<file path="src/rtl/wave_sampler.sv">
// rtl/wave_sampler.sv - table/synthetic waveform sampler with gain scaling and valid/ready output
// Optional drop counter output enabled by defining WAVE_SAMPLER_DROP_CNT_EN.
module wave_sampler #(
   parameter int DW = 12,
   parameter int AW = 10
) (
   input  logic          clk,
   input  logic          rst_n,
   input  logic [AW-1:0] addr,
   input  logic [3:0]    sig_type,
   input  logic [8:0]    amplitude,
   output logic          mem_en,
   output logic [AW-1:0] mem_addr,
   input  logic [DW-1:0] mem_rdata,
   output logic [DW-1:0] s_data,
   output logic          s_valid,
   input  logic          s_ready
`ifdef WAVE_SAMPLER_DROP_CNT_EN
   ,
   output logic [15:0]   drop_cnt
`endif
);

   localparam logic [2:0] S_IDLE  = 3'd0;
   localparam logic [2:0] S_FETCH = 3'd1;
   localparam logic [2:0] S_WAIT  = 3'd2;
   localparam logic [2:0] S_SCALE = 3'd3;
   localparam logic [2:0] S_EMIT  = 3'd4;

   localparam logic [DW-1:0] MID = DW'(1) << (DW-1);

   logic [2:0]          state, state_nxt;
   logic [AW-1:0]       addr_q;
   logic                start;
   logic                pending;
   logic [AW-1:0]       slot_addr, cur_addr;
   logic [3:0]          slot_type, cur_type;
   logic [DW-1:0]       raw_q, raw_nxt, scaled;
   logic [AW-2:0]       tri_bits;
   logic [8:0]          amp_c;
   logic signed [DW:0]  diff;
   logic signed [DW+10:0] prod;
   logic                update, hs, consume;

   assign update  = (addr != addr_q) || start;
   assign hs      = s_valid && s_ready;
   // The slot is consumed whenever the FSM is about to enter FETCH.
   assign consume = pending && ((state == S_IDLE) || ((state == S_EMIT) && hs));

   always_comb begin
      state_nxt = state;
      case (state)
         S_IDLE:  if (pending) state_nxt = S_FETCH;
         S_FETCH: state_nxt = S_WAIT;
         S_WAIT:  state_nxt = S_SCALE;
         S_SCALE: state_nxt = S_EMIT;
         S_EMIT:  if (hs) state_nxt = pending ? S_FETCH : S_IDLE;
         default: state_nxt = S_IDLE;
      endcase
   end

   assign tri_bits = cur_addr[AW-1] ? ~cur_addr[AW-2:0] : cur_addr[AW-2:0];

   always_comb begin
      raw_nxt = MID;
      case (cur_type)
         4'd0:    raw_nxt = mem_rdata;
         4'd1:    raw_nxt = {DW{cur_addr[AW-1]}};
         4'd2:    raw_nxt = DW'(cur_addr) << (DW-AW);
         4'd3:    raw_nxt = DW'(tri_bits) << (DW-AW+1);
         default: raw_nxt = MID;
      endcase
   end

   // Gain of at most unity keeps the signed result inside the DW-bit range.
   assign amp_c  = (amplitude > 9'd256) ? 9'd256 : amplitude;
   assign diff   = $signed({1'b0, raw_q}) - $signed({1'b0, MID});
   assign prod   = (DW+11)'(diff) * (DW+11)'($signed({1'b0, amp_c}));
   assign scaled = DW'((prod >>> 8) + $signed((DW+11)'(MID)));

   always_ff @(posedge clk or negedge rst_n) begin
      if (!rst_n) begin
         state     <= S_IDLE;
         addr_q    <= '0;
         start     <= 1'b1;
         pending   <= 1'b0;
         slot_addr <= '0;
         slot_type <= '0;
         cur_addr  <= '0;
         cur_type  <= '0;
         raw_q     <= MID;
         mem_en    <= 1'b0;
         mem_addr  <= '0;
         s_data    <= MID;
         s_valid   <= 1'b0;
      end else begin
         state  <= state_nxt;
         addr_q <= addr;
         start  <= 1'b0;
         if (update) begin
            slot_addr <= addr;
            slot_type <= sig_type;
            pending   <= 1'b1;
         end else if (consume) begin
            pending <= 1'b0;
         end
         if (consume) begin
            cur_addr <= slot_addr;
            cur_type <= slot_type;
         end
         mem_en <= consume && (slot_type == 4'd0);
         if (consume && (slot_type == 4'd0)) mem_addr <= slot_addr;
         if (state == S_WAIT) raw_q <= raw_nxt;
         if (state == S_SCALE) begin
            s_data  <= scaled;
            s_valid <= 1'b1;
         end else if (hs) begin
            s_valid <= 1'b0;
         end
      end
   end

`ifdef WAVE_SAMPLER_DROP_CNT_EN
   always_ff @(posedge clk or negedge rst_n) begin
      if (!rst_n) begin
         drop_cnt <= 16'd0;
      end else if (update && pending && !consume && (drop_cnt != 16'hFFFF)) begin
         drop_cnt <= drop_cnt + 16'd1;
      end
   end
`endif

endmodule

</file>
<file path="config.mk">
export PLATFORM = sky130hd
export DESIGN_NAME = wave_sampler
export DESIGN_NICKNAME = d
export VERILOG_FILES = /design/src/rtl/wave_sampler.sv
export SDC_FILE = /design/constraint.sdc
export NUM_CORES = 1
export LEC_CHECK = 0
export CAP_MARGIN = 20
export CORE_AREA = 2 2 129 131
export DETAILED_ROUTE_END_ITERATION = 6
export DIE_AREA = 0 0 131 133
export PLACE_DENSITY = 0.75
export SLEW_MARGIN = 25
export SYNTH_ARGS = -nofsm -noshare
export SYNTH_HDL_FRONTEND = slang
export SYNTH_SLANG_ARGS = --single-unit
</file>
<file path="constraint.sdc">
create_clock -name clk -period 12.9 [get_ports clk]
set_input_delay 2.58 -clock clk [delete_from_list [all_inputs] [get_ports clk]]
set_output_delay 2.58 -clock clk [all_outputs]
set_load 0.01 [all_outputs]
</file>
# Yosys cells after proc, flatten, opt, wreduce, memory -nomap -nowiden
# Cells that the tools add are included.
# op_classes
magnitude_cmp	1
n_mul	1
n_addsub	2
n_reduce_logical	12
bitwise_logic	1
eq_ne	10
mux	11
# op_table
operator	count
$pmux W12 S4	1
$mul A13 B10 Y20	1
$mux W9	2
$pmux W3 S5	1
$sub A12 B12 Y13 const B	1
$add A12 B12 Y12 const B	1
$ne A10 B10 Y1	1
$gt A9 B9 Y1 const B	1
$not A9 Y9	1
$eq A4 B2 Y1 const B	2
$logic_not A4 Y1	2
$eq A3 B2 Y1 const B	2
$mux W3	2
$mux W1	5
$eq A4 B1 Y1 const B	1
$logic_and A1 B1 Y1	4
$ne A2 B2 Y1 const B	2
$reduce_bool A2 Y1	2
$eq A3 B1 Y1 const B	1
$eq A3 B3 Y1 const B	1
$logic_not A3 Y1	1
$logic_or A1 B1 Y1	2
$reduce_and A2 Y1	1
# word_totals
ff_bits	79
word_cells	51

# Longest topological paths before layout
# logic_depth
word_depth	6
mapped_depth	21
depth_no_buf	19

# Worst setup path after synthesis
# No wires, ideal clock.
# synth_path
path_kind	input -> register
from	input amplitude[8]
to	register s_data[11]
n_path_buf	2
t_arrival_ns	7.559
slack_ns	5.260
stages	21
cell_sequence	clkbuf_1 > nor2b_1 > clkbuf_1 > and2_1 > fa_1 > inv_1 > fa_1 > inv_1 > fa_1 > fa_1 > inv_1 > fa_1 > inv_1 > ha_1 > a21oi_1 > o21a_1 > o32ai_1 > or3_1 > a211oi_2 > xnor2_1 > o21ai_1
# synth_via
elab_chain_len	4
# synth_rtl
item	line_no	rtl
start, declared	11	input logic [8:0] amplitude,
$gt A9 B9 Y1	76	assign amp_c = (amplitude > 9'd256) ? 9'd256 : amplitude;
$mux W9 *	76	
$mul A13 B10 Y20 *	78	assign prod = (DW+11)'(diff) * (DW+11)'($signed({1'b0, amp_c}));
$add A12 B12 Y12 *	79	assign scaled = DW'((prod >>> 8) + $signed((DW+11)'(MID)));
end signal, assigned	115	s_data <= scaled;
end, declared	15	output logic [DW-1:0] s_data,
# Mark *: on every way between the ends. The rest lies on a longest branch, timed or not.
# A chain may end at the register's enable or synchronous reset.

# Worst setup path in the final report
# Ends and elaborated chain as after synthesis.

==> flow_summary.json <==
{
  "status": "finished, final reports clean",
  "finalSetupTns_ns": 0,
  "die-area_um2": 17400,
  "fin_worst_skew_ns": 0.0113,
  "ys_seq_area_frac": 0.281,
  "synthToLayoutAreaGrowth_pct": 15.7,
  "period_minus_slack_ns": 8.57,
  "crit_path_start_kind": "primary input",
  "reg2regPathDepth": 17,
  "ys_warn_count": 0,
  "cts_hold_buffers": 0,
  "track_usage": 0.175,
  "slowest_stage": "nor2b_1",
  "row_count": 47,
  "hold_path.class": "reg -> reg",
  "die_h_um": 133,
  "grt_max_degree": 80,
  "fin_area_um2": 8160,
  "crit_path_start": "amplitude[8]",
  "dp_cells": 966,
  "yosys_register_bits": 79,
  "max_freq_mhz": 117,
  "final_cells": 982,
  "fin_crit_sh": 0.664,
  "drive_gt1_frac": 0.0853,
  "r2r-end": "s_data[11]",
  "rsz0062_at_grt": "false",
  "syn_area_um2": 7050,
  "crit-reg2reg-launch": "raw_q[11]",
  "route.detailed.drc": 0,
  "r2r_slack_ns": 7.49,
  "path_delay_family": "adder cells",
  "max_stage_delay_ns": 0.83,
  "place_congestion": 0.841,
  "portBuffers": 61,
  "antenna_cells": 0,
  "cts_root_buffer": "clkbuf_16",
  "clkSinkCount": 79,
  "syn_nets": 884,
  "clk_path_buf_depth": 2,
  "maxCapViolCount": 0,
  "slew_headroom": 0.441,
  "core_um2": 16200,
  "drt-total-wl_um": 14200,
  "syn_inst": 718,
  "drt_iter0_drc": 252,
  "cp.depth": 19,
  "wire_per_inst_um": 14.5,
  "worstPathMaxFanout": 22,
  "clock_latency_ns": 0.33,
  "layout.nets": 923,
  "ant_nets": 0,
  "fp.dieW_um": 131,
  "cp_data_arrival_time_ns": 8.82,
  "crit_top_cell": "fa_1",
  "htreeDepth": 3,
  "worst-path-buf-inv": 5,
  "io-pin-count": 62,
  "antenna_found_initial": 0,
  "via_per_inst": 4.91,
  "grt_overflow": 0,
  "peakVddDrop_mv": 0.143,
  "initial_utilization": 0.436,
  "pwr_density_cell_nw_per_um2": 173,
  "post_cts_buffers": 0,
  "crit_end": "s_data[11]",
  "finalHoldViolCount": 0,
  "leakagePower_nw": 3.94,
  "crit_chain": "clkdlybuf4s50_1 > nor2b_1 > nand2_1 > fa_1 > inv_1 > fa_1 > fa_1 > fa_1 > inv_1 > fa_1 > inv_1 > ha_1 > inv_1 > or2_2 > o32ai_1 > or3_1 > a211oi_2 > xnor2_1 > o21ai_1",
  "endpoint_kind": "flop",
  "firstDrtPassIters": 4,
  "cts.clk_slew.worst_paths_ns": 0.06,
  "setup_viol": 0,
  "syn_avg_cell_area_um2": 9.82,
  "worst_pin_slew_ns": 0.836,
  "vias": 4824,
  "cts_buffers": 9,
  "place_ws_ns": 4.07,
  "fin_total_pwr_mw": 1.42,
  "synth_flop_cell": "dfrtp_1",
  "dp_hpwl_um": 11300,
  "required_ns": 13.15,
  "slew_viol_final": 0,
  "synth_edf_count": 0,
  "path_class": "in -> reg",
  "placed_cell_area_um2": 7820,
  "fill_cells": 1468,
  "tritoncts": "built",
  "finalWorstSetupSlack_ns": 4.33,
  "grt_pass1_wl_um": 24200,
  "synthArstFlopShare": 1.00,
  "ctsResizeCount": 0,
  "synthDistinctLibCells": 51,
  "grt_pass1_vias": 4916
}
==> routing by layer <==
| layer | vias up | GRT usage | part of all wire | wire (um) |
|---|---|---|---|---|
| li1 | 2328 | - | - | - |
| met1 | 2392 | 0.237 | 0.45 | 6340 |
| met2 | 88 | 0.283 | 0.49 | 6930 |
| met3 | 16 | 0.0400 | 0.048 | 685 |
| met4 | 0 | 0.0455 | 0.017 | 240 |
| met5 | - | 0 | 0 | 0 |
==> layout make-up <==
class | instances | area [um^2] | share of cell area
Inverter | 111 | 417 | 0.0510
Sequential cell | 79 | 1980 | 0.243
Tap cell | 220 | 275 | 0.0337
Timing Repair Buffer | 63 | 627 | 0.0768
Clock inverter | 6 | 116 | 0.0143
Multi-Input combinational cell | 493 | 4520 | 0.554
Clock buffer | 10 | 229 | 0.0280
==> flip-flops by register name, indices dropped and copies added (netlist names) <==
name       cells
mem_en         1
s_valid        1
raw_q         12
cur_type       4
state          3
pending        1
s_data        12
slot_addr     10
slot_type      4
start          1
cur_addr      10
addr_q        10
mem_addr      10
==> worst min path at each step <==
stage | from | endpoint | slack, ns | cells past startpoint
global route | s_data[11] | s_data[11] | 0.48 | 2
finish | s_data[11] | s_data[11] | 0.47 | 2
detailed placement | mem_addr[4] | mem_addr[4] | 0.46 | 2
global placement | s_data[1] | s_data[1] | 0.46 | 2
floorplan | slot_addr[0] | mem_addr[0] | 0.45 | 2
CTS | s_data[11] | s_data[11] | 0.48 | 2
==> cells by family after synthesis <==
group                    count (synthesis)  share of synthesized area
AO/OA/AOI/OAI                           83                     0.0809
buffers and inverters                  146                     0.0803
other                                    1                   0.000532
multiplexers                            28                     0.0447
flip-flops                              79                      0.281
adder cells (fa/ha/maj)                128                      0.319
AND/OR/NAND/NOR                        213                      0.145
XOR/XNOR                                40                     0.0497
==> Yosys cell counts (2+ instances only) <==
| library cell | instances | area [um^2] |
|---|---|---|
| buf_1 | 10 | 37.5 |
| a21oi_1 | 12 | 60.1 |
| and2_1 | 43 | 269 |
| xor2_1 | 15 | 131 |
| fa_1 | 86 | 1720 |
| o31a_1 | 2 | 17.5 |
| xnor2_1 | 25 | 219 |
| ha_1 | 42 | 526 |
| nor4_1 | 4 | 25.0 |
| o21a_1 | 6 | 45.0 |
| o21ai_2 | 2 | 17.5 |
| nand3_1 | 2 | 10.0 |
| nor3_1 | 6 | 30.0 |
| dfrtp_1 | 76 | 1900 |
| dfstp_2 | 3 | 78.8 |
| a211oi_1 | 17 | 128 |
| inv_1 | 110 | 413 |
| clkbuf_1 | 19 | 71.3 |
| o21ai_0 | 22 | 110 |
| and2_2 | 6 | 45.0 |
| nor2b_1 | 8 | 50.1 |
| or3_1 | 2 | 12.5 |
| o31ai_1 | 3 | 22.5 |
| o21ai_1 | 5 | 25.0 |
| nor2_1 | 14 | 52.6 |
| a21o_1 | 3 | 22.5 |
| buf_2 | 4 | 20.0 |
| nand2b_1 | 4 | 25.0 |
| mux2_2 | 28 | 315 |
| nand2_1 | 115 | 432 |
| nand4_1 | 4 | 25.0 |
==> worst min-delay path: cells and delay by family, from the launching register on <==
kind | cells | cell delay [ns]
and+or+nand+nor | 1 | 0.05
AOI/OAI and AO/OA | 1 | 0.05
DFF | 1 | 0.37
==> cell usage in the layout (no fill, tap or decap), types with 2 or more instances in the layout <==
master / count
nand2_1: 115
inv_1: 110
fa_1: 86
dfrtp_1: 76
clkdlybuf4s50_1: 60
and2_1: 43
ha_1: 42
mux2_2: 28
xnor2_1: 25
o21ai_0: 22
a211oi_1: 17
xor2_1: 15
nor2_1: 14
a21oi_1: 12
clkbuf_16: 9
nor2b_1: 8
and2_2: 6
nor3_1: 6
o21a_1: 6
o21ai_1: 5
nor4_1: 4
nand2b_1: 4
nand4_1: 4
o31ai_1: 3
a21o_1: 3
bufinv_16: 3
dfstp_2: 3
o31a_1: 2
nand3_1: 2
or3_1: 2
o21ai_2: 2
inv_6: 2
buf_4: 2
==> where the power goes <==
part | switching [mW] | leakage (nW) | internal [mW]
logic | 0.369 | 2.80 | 0.331
clock network | 0.102 | 0.168 | 0.191
registers | 0.0994 | 0.974 | 0.323
total | 0.571 | 3.94 | 0.845
==> per-stage QoR <==
stage,utilization,hold WS (ns)
finish,0.505,0.473
floorplan,-,0.449
detailed placement,0.483,0.462
CTS,0.505,0.480
global route,0.505,0.484
global placement,0.483,0.461
Note: power is estimated with default switching activity, not from simulation.
